`src/rtl/fixed_point_multiplier_pkg.sv`:
```
// rtl/fixed_point_multiplier_pkg.sv - widths, saturation limits and clamp helper for the pixel*weight multiplier
package fixed_point_multiplier_pkg;

  localparam int W_WIDTH    = 19;
  localparam int P_WIDTH    = 10;
  localparam int OUT_WIDTH  = 26;
  localparam int PROD_WIDTH = W_WIDTH + P_WIDTH;

  localparam logic signed [OUT_WIDTH-1:0] OUT_MAX = {1'b0, {(OUT_WIDTH-1){1'b1}}};
  localparam logic signed [OUT_WIDTH-1:0] OUT_MIN = {1'b1, {(OUT_WIDTH-1){1'b0}}};

  // In range exactly when every bit above the output sign bit matches it.
  function automatic logic signed [OUT_WIDTH-1:0] saturate(
    input logic signed [PROD_WIDTH-1:0] prod
  );
    logic [PROD_WIDTH-OUT_WIDTH:0] hi;
    hi = prod[PROD_WIDTH-1:OUT_WIDTH-1];
    if ((&hi) || !(|hi)) begin
      saturate = prod[OUT_WIDTH-1:0];
    end else if (prod[PROD_WIDTH-1]) begin
      saturate = OUT_MIN;
    end else begin
      saturate = OUT_MAX;
    end
  endfunction

endpackage

```
`src/rtl/fixed_point_multiplier_if.sv`:
```
// rtl/fixed_point_multiplier_if.sv - operand and result bundle for the multiplier
interface fixed_point_multiplier_if;
  import fixed_point_multiplier_pkg::*;

  logic signed [W_WIDTH-1:0]   WeightPort;
  logic        [P_WIDTH-1:0]   PixelPort;
  logic signed [OUT_WIDTH-1:0] Output_syn;

  modport master (output WeightPort, output PixelPort, input Output_syn);
  modport slave  (input WeightPort, input PixelPort, output Output_syn);

endinterface

```
`src/rtl/fixed_point_mult_core.sv`:
```
// rtl/fixed_point_mult_core.sv - combinational signed x unsigned array multiplier, exact 29-bit product
module fixed_point_mult_core
  import fixed_point_multiplier_pkg::*;
(
  input  logic signed [W_WIDTH-1:0]    i_weight,
  input  logic        [P_WIDTH-1:0]    i_pixel,
  output logic signed [PROD_WIDTH-1:0] o_product
);

  localparam int N_LEAF = 16;

  logic signed [PROD_WIDTH-1:0] w_pp [N_LEAF];
  logic signed [PROD_WIDTH-1:0] w_l1 [8];
  logic signed [PROD_WIDTH-1:0] w_l2 [4];
  logic signed [PROD_WIDTH-1:0] w_l3 [2];

  // Pixel is unsigned, so each set bit contributes the sign-extended weight shifted into place.
  always_comb begin
    for (int i = 0; i < N_LEAF; i++) begin
      w_pp[i] = '0;
    end
    for (int i = 0; i < P_WIDTH; i++) begin
      if (i_pixel[i]) begin
        w_pp[i] = PROD_WIDTH'(i_weight) <<< i;
      end
    end
  end

  always_comb begin
    for (int i = 0; i < 8; i++) begin
      w_l1[i] = w_pp[2*i] + w_pp[2*i+1];
    end
  end

  always_comb begin
    for (int i = 0; i < 4; i++) begin
      w_l2[i] = w_l1[2*i] + w_l1[2*i+1];
    end
  end

  always_comb begin
    for (int i = 0; i < 2; i++) begin
      w_l3[i] = w_l2[2*i] + w_l2[2*i+1];
    end
  end

  assign o_product = w_l3[0] + w_l3[1];

endmodule

```
`src/rtl/fixed_point_multiplier.sv`:
```
// rtl/fixed_point_multiplier.sv - two-stage pipelined saturating pixel*weight multiplier
module fixed_point_multiplier
  import fixed_point_multiplier_pkg::*;
(
  input logic                      clk,
  input logic                      GlobalReset,
  fixed_point_multiplier_if.slave  bus
);

  logic signed [W_WIDTH-1:0]    r_weight;
  logic        [P_WIDTH-1:0]    r_pixel;
  logic signed [OUT_WIDTH-1:0]  r_out;
  logic signed [PROD_WIDTH-1:0] w_product;

  fixed_point_mult_core u_core (
    .i_weight  (r_weight),
    .i_pixel   (r_pixel),
    .o_product (w_product)
  );

  // Clearing both stages on reset guarantees no pre-reset product can surface later.
  always_ff @(posedge clk) begin
    if (!GlobalReset) begin
      r_weight <= '0;
      r_pixel  <= '0;
      r_out    <= '0;
    end else begin
      r_weight <= bus.WeightPort;
      r_pixel  <= bus.PixelPort;
      r_out    <= saturate(w_product);
    end
  end

  assign bus.Output_syn = r_out;

endmodule

```
`src/flat_wrapper.sv`:
```
// flat-port wrapper written by rule: the top's interface ports become plain ports
module fixed_point_multiplier_flat import fixed_point_multiplier_pkg::*;
  (clk, GlobalReset, bus_WeightPort, bus_PixelPort, bus_Output_syn);
  fixed_point_multiplier_if bus_i ();
  input logic clk;
  input logic GlobalReset;
  input wire logic [$bits(bus_i.WeightPort)-1:0] bus_WeightPort;
  input wire logic [$bits(bus_i.PixelPort)-1:0] bus_PixelPort;
  output wire logic [$bits(bus_i.Output_syn)-1:0] bus_Output_syn;
  assign bus_i.WeightPort = bus_WeightPort;
  assign bus_i.PixelPort = bus_PixelPort;
  assign bus_Output_syn = bus_i.Output_syn;
  fixed_point_multiplier u_core (.clk(clk), .GlobalReset(GlobalReset), .bus(bus_i));
endmodule
```
`config.mk`:
```
export PLATFORM = sky130hd
export DESIGN_NAME = fixed_point_multiplier_flat
export DESIGN_NICKNAME = d
export VERILOG_FILES = /design/src/rtl/fixed_point_multiplier_pkg.sv /design/src/rtl/fixed_point_multiplier_if.sv /design/src/rtl/fixed_point_mult_core.sv /design/src/rtl/fixed_point_multiplier.sv /design/src/flat_wrapper.sv
export SDC_FILE = /design/constraint.sdc
export NUM_CORES = 1
export LEC_CHECK = 0
export ABC_AREA = 1
export CORE_MARGIN = 2
export CORE_UTILIZATION = 35
export DETAILED_ROUTE_END_ITERATION = 10
export GPL_TIMING_DRIVEN = 0
export REMOVE_ABC_BUFFERS = 1
export SKIP_LAST_GASP = 1
export SYNTH_ARGS = -nofsm -noshare
export SYNTH_HDL_FRONTEND = slang
export SYNTH_SLANG_ARGS = --single-unit
```
`constraint.sdc`:
```
create_clock -name clk -period 6.3 [get_ports clk]
set_clock_uncertainty 0.1 [all_clocks]
set_input_delay 1.26 -clock clk [delete_from_list [all_inputs] [get_ports clk]]
set_output_delay 1.26 -clock clk [all_outputs]
set_load 0.02 [all_outputs]
```
==> results by group <==
Synth
  – Yosys cell types: 29
  – Syn avg cell area: 7.61 um2
  – Yosys warns: 0
  – Syn Inst Count: 1159
  – Mapped Area: roughly 9000 um2
  – Post-synth top area share: 0.379
  – Main synth FF type: dfxtp_1
  – Number of synthesized flops with an enable pin: 0
  – Post-synth ARST share: 0
  – Sequential area share after synthesis: 0.125
  – #FFs+latches synth: between 50 and 60
  – Top cells by area, synth: fa_1, nand2_1, inv_1
  – Yosys top cell by area: fa_1

Final layout
  – Most common cell after layout, fill and taps aside: nand2_1
  – Share of cells above drive strength 1: 0.0596
  – Most frequent cells in the layout: nand2_1, inv_1, fa_1, clkdlybuf4s50_1, nand3_1
  – # diodes: 0
  – Fin nets: ~1400
  – FILL cells: around 2600
  – Multi-input gate area: a little over 6000 um2
  – Final instance area: just under 10000 um2
  – Reg area: 1120 um2
  – Area Growth Syn to Fin: 10.0%

Setup path
  – Required time worst endpoint: roughly 6.4 ns
  – Worst setup SP type: flip-flop
  – WP data arrival: roughly 5.9 ns
  – Crit. End Element: flip-flop
  – Critical path type: flip-flop to flip-flop
  – Crit-path max FO: 26

STA
  – Tcrit/Tclk final: 0.929
  – Min Tclk post-route: 5.85 ns
  – Max Fclk: 171 MHz
  – RSZ-0062 raised after global routing: false
  – Slew margin rel.: 0.239
  – Fin. max-slew vios: 0
  – # setup viols final: 0
  – Fin. Hold Viols: 0
  – Worst-Margin Slew: 1.14 ns

Clocking
  – CTS Buf Count: 5
  – CTS tree: done
  – Clock Tree Buf Depth: 2
  – Number of H-tree levels: 2
  – Clock transition at the registers of the reported paths: 0.08 ns
  – Clock Latency Late Sink: 0.31 ns
  – Clk root buf: clkbuf_16
  – Total clock sinks: 55

Floorplan
  – Core footprint: 25000 um2
  – Row count: 58
  – Starting Density: 0.353
  – Die Wd: about 160 um
  – Die Height: approximately 160 um
  – I/O pins: 57
  – Total die area: around 26000 um2

Drt
  – Routed Wire Length: approximately 19000 um
  – DRC: 0
  – Via count: between 6000 and 7000
  – Detailed Route Iter0 Violations: ~280
  – 1st-pass router iterations: 5
  – DR WL/cell: 12.6 um
  – ANT nets after route: 0
  – Vias per Instance: about 4.4

Global routing
  – Total grt overflow: 0
  – Vias in the first global route: about 7200
  – Initial antenna violation count: 0
  – First-pass GRT wire length: about 33000 um
  – Total GRT Usage: 0.156
  – Largest net degree at the start of global routing: 31

Placement
  – Routability congestion estimate: about 0.86
  – IO buf count: 56
  – Post-DP HPWL: roughly 15000 um
  – Area after DPL: ~9500 um2

Pwr
  – P_leak: 5.87 nW
  – Total power: approximately 2.0 mW
  – Power Density: approximately 210 nW/um2
  – Peak VDD IR: 137 uV

Job
  – Maxcap violations: 0

Worst hold path
  – Class of the worst hold path: flip-flop to flip-flop

Status
  – Status: complete, no violations
[critical path, stage by stage, from the launching register on]
cell,delay (ns)
dfxtp_2,0.63
nand2_1,0.09
inv_1,0.08
fa_1,0.53
fa_1,0.64
inv_1,0.10
fa_1,0.48
inv_1,0.05
fa_1,0.49
inv_1,0.05
fa_1,0.49
inv_1,0.04
ha_1,0.39
nand2_1,0.09
nor2_1,0.15
nand2_1,0.10
nor2_1,0.10
nand2_1,0.08
nand3_2,0.11
nand3_2,0.12
nand2_4,0.14
nand2_4,0.08
nand2_8,0.16
nand2_8,0.07
nand2_8,0.19
a21oi_1,0.10
[cell families (layout without fill, tap and decap cells)]
kind of cell,after synthesis,after routing,synth area share
adders and majority gates,204,204,0.431
buffers and inverters,398,414,0.178
AOI/OAI and AO/OA,47,47,0.0360
xor gates and xnor gates,16,16,0.0167
and+or+nand+nor,439,439,0.213
DFF,55,55,0.125
[flip-flops by register name (all words and copies together) (netlist names)]
register / cells
u_core.bus.Output_syn: 26
u_core.r_weight: 19
u_core.r_pixel: 10
[cell usage after synthesis, types with 2 or more instances]
master    count
buf_12        2
a21oi_2      20
o21ai_0       3
ha_1         37
nand3_2       3
nor2_2        2
fa_1        167
clkbuf_1     38
buf_1         4
nand2_1     344
nand2_4       3
inv_1       337
buf_6         6
nand2_8       5
nand2_2       7
nor3_2        2
xor2_1       11
dfxtp_1      55
nand3_1      48
nor2_1       19
nand4_1       6
xnor2_1       4
a21oi_1      21
inv_2        10
[per-layer routing]
metal,vias to the layer above,routed length [um],global-route usage
met2,79,10000,0.300
met1,3269,8260,0.188
met3,20,367,0.0155
li1,3267,-,-
met4,0,274,0.0342
met5,-,0,0
[report_power, final]
group	internal (mW)	switching, mW	leakage [nW]
sequential	0.431	0.0671	0.461
combinational	0.486	0.740	5.34
clock	0.150	0.147	0.0675
[what timing repair did]
action                                  CTS  global route
gates resized for setup                   1            10
endpoints found under the setup margin   25            25
setup buffers                             0             2
hold buffers                              0             0
pin swaps                                 0             0
[worst paths after layout]
| kind | cells after the start | to | startpoint | slack, ns |
|---|---|---|---|---|
| worst max-delay path | 25 | u_core.bus.Output_syn[4] | u_core.r_pixel[3] | 0.45 |
| worst min-delay path | 4 | u_core.bus.Output_syn[0] | u_core.r_weight[0] | 0.71 |
| worst max register to register | 25 | u_core.bus.Output_syn[4] | u_core.r_pixel[3] | 0.45 |
| worst min register to register | 4 | u_core.bus.Output_syn[0] | u_core.r_weight[0] | 0.71 |
[layout make-up]
class                      count  share of cell area
multi-input combinational    706               0.634
inverter                     348               0.135
sequential                    55               0.115
timing repair buffer          58              0.0593
tap                          330              0.0425
clock buffer                   6              0.0133
clock inverter                 2             0.00168
[per-stage QoR]
stage,utilization,cells,hold slack [ns],setup slack (ns),setup TNS (ns)
global route,0.389,1505,0.779,0.00540,0
detailed placement,0.382,1495,0.696,-0.0813,-1.47
global placement,0.382,1495,0.689,-0.0170,-0.0832
finish,0.389,1505,0.712,0.450,0
floorplan,-,1109,0.542,0.847,0
CTS,0.388,1503,0.722,0.0353,0
Power figures use the tool's default switching activity.
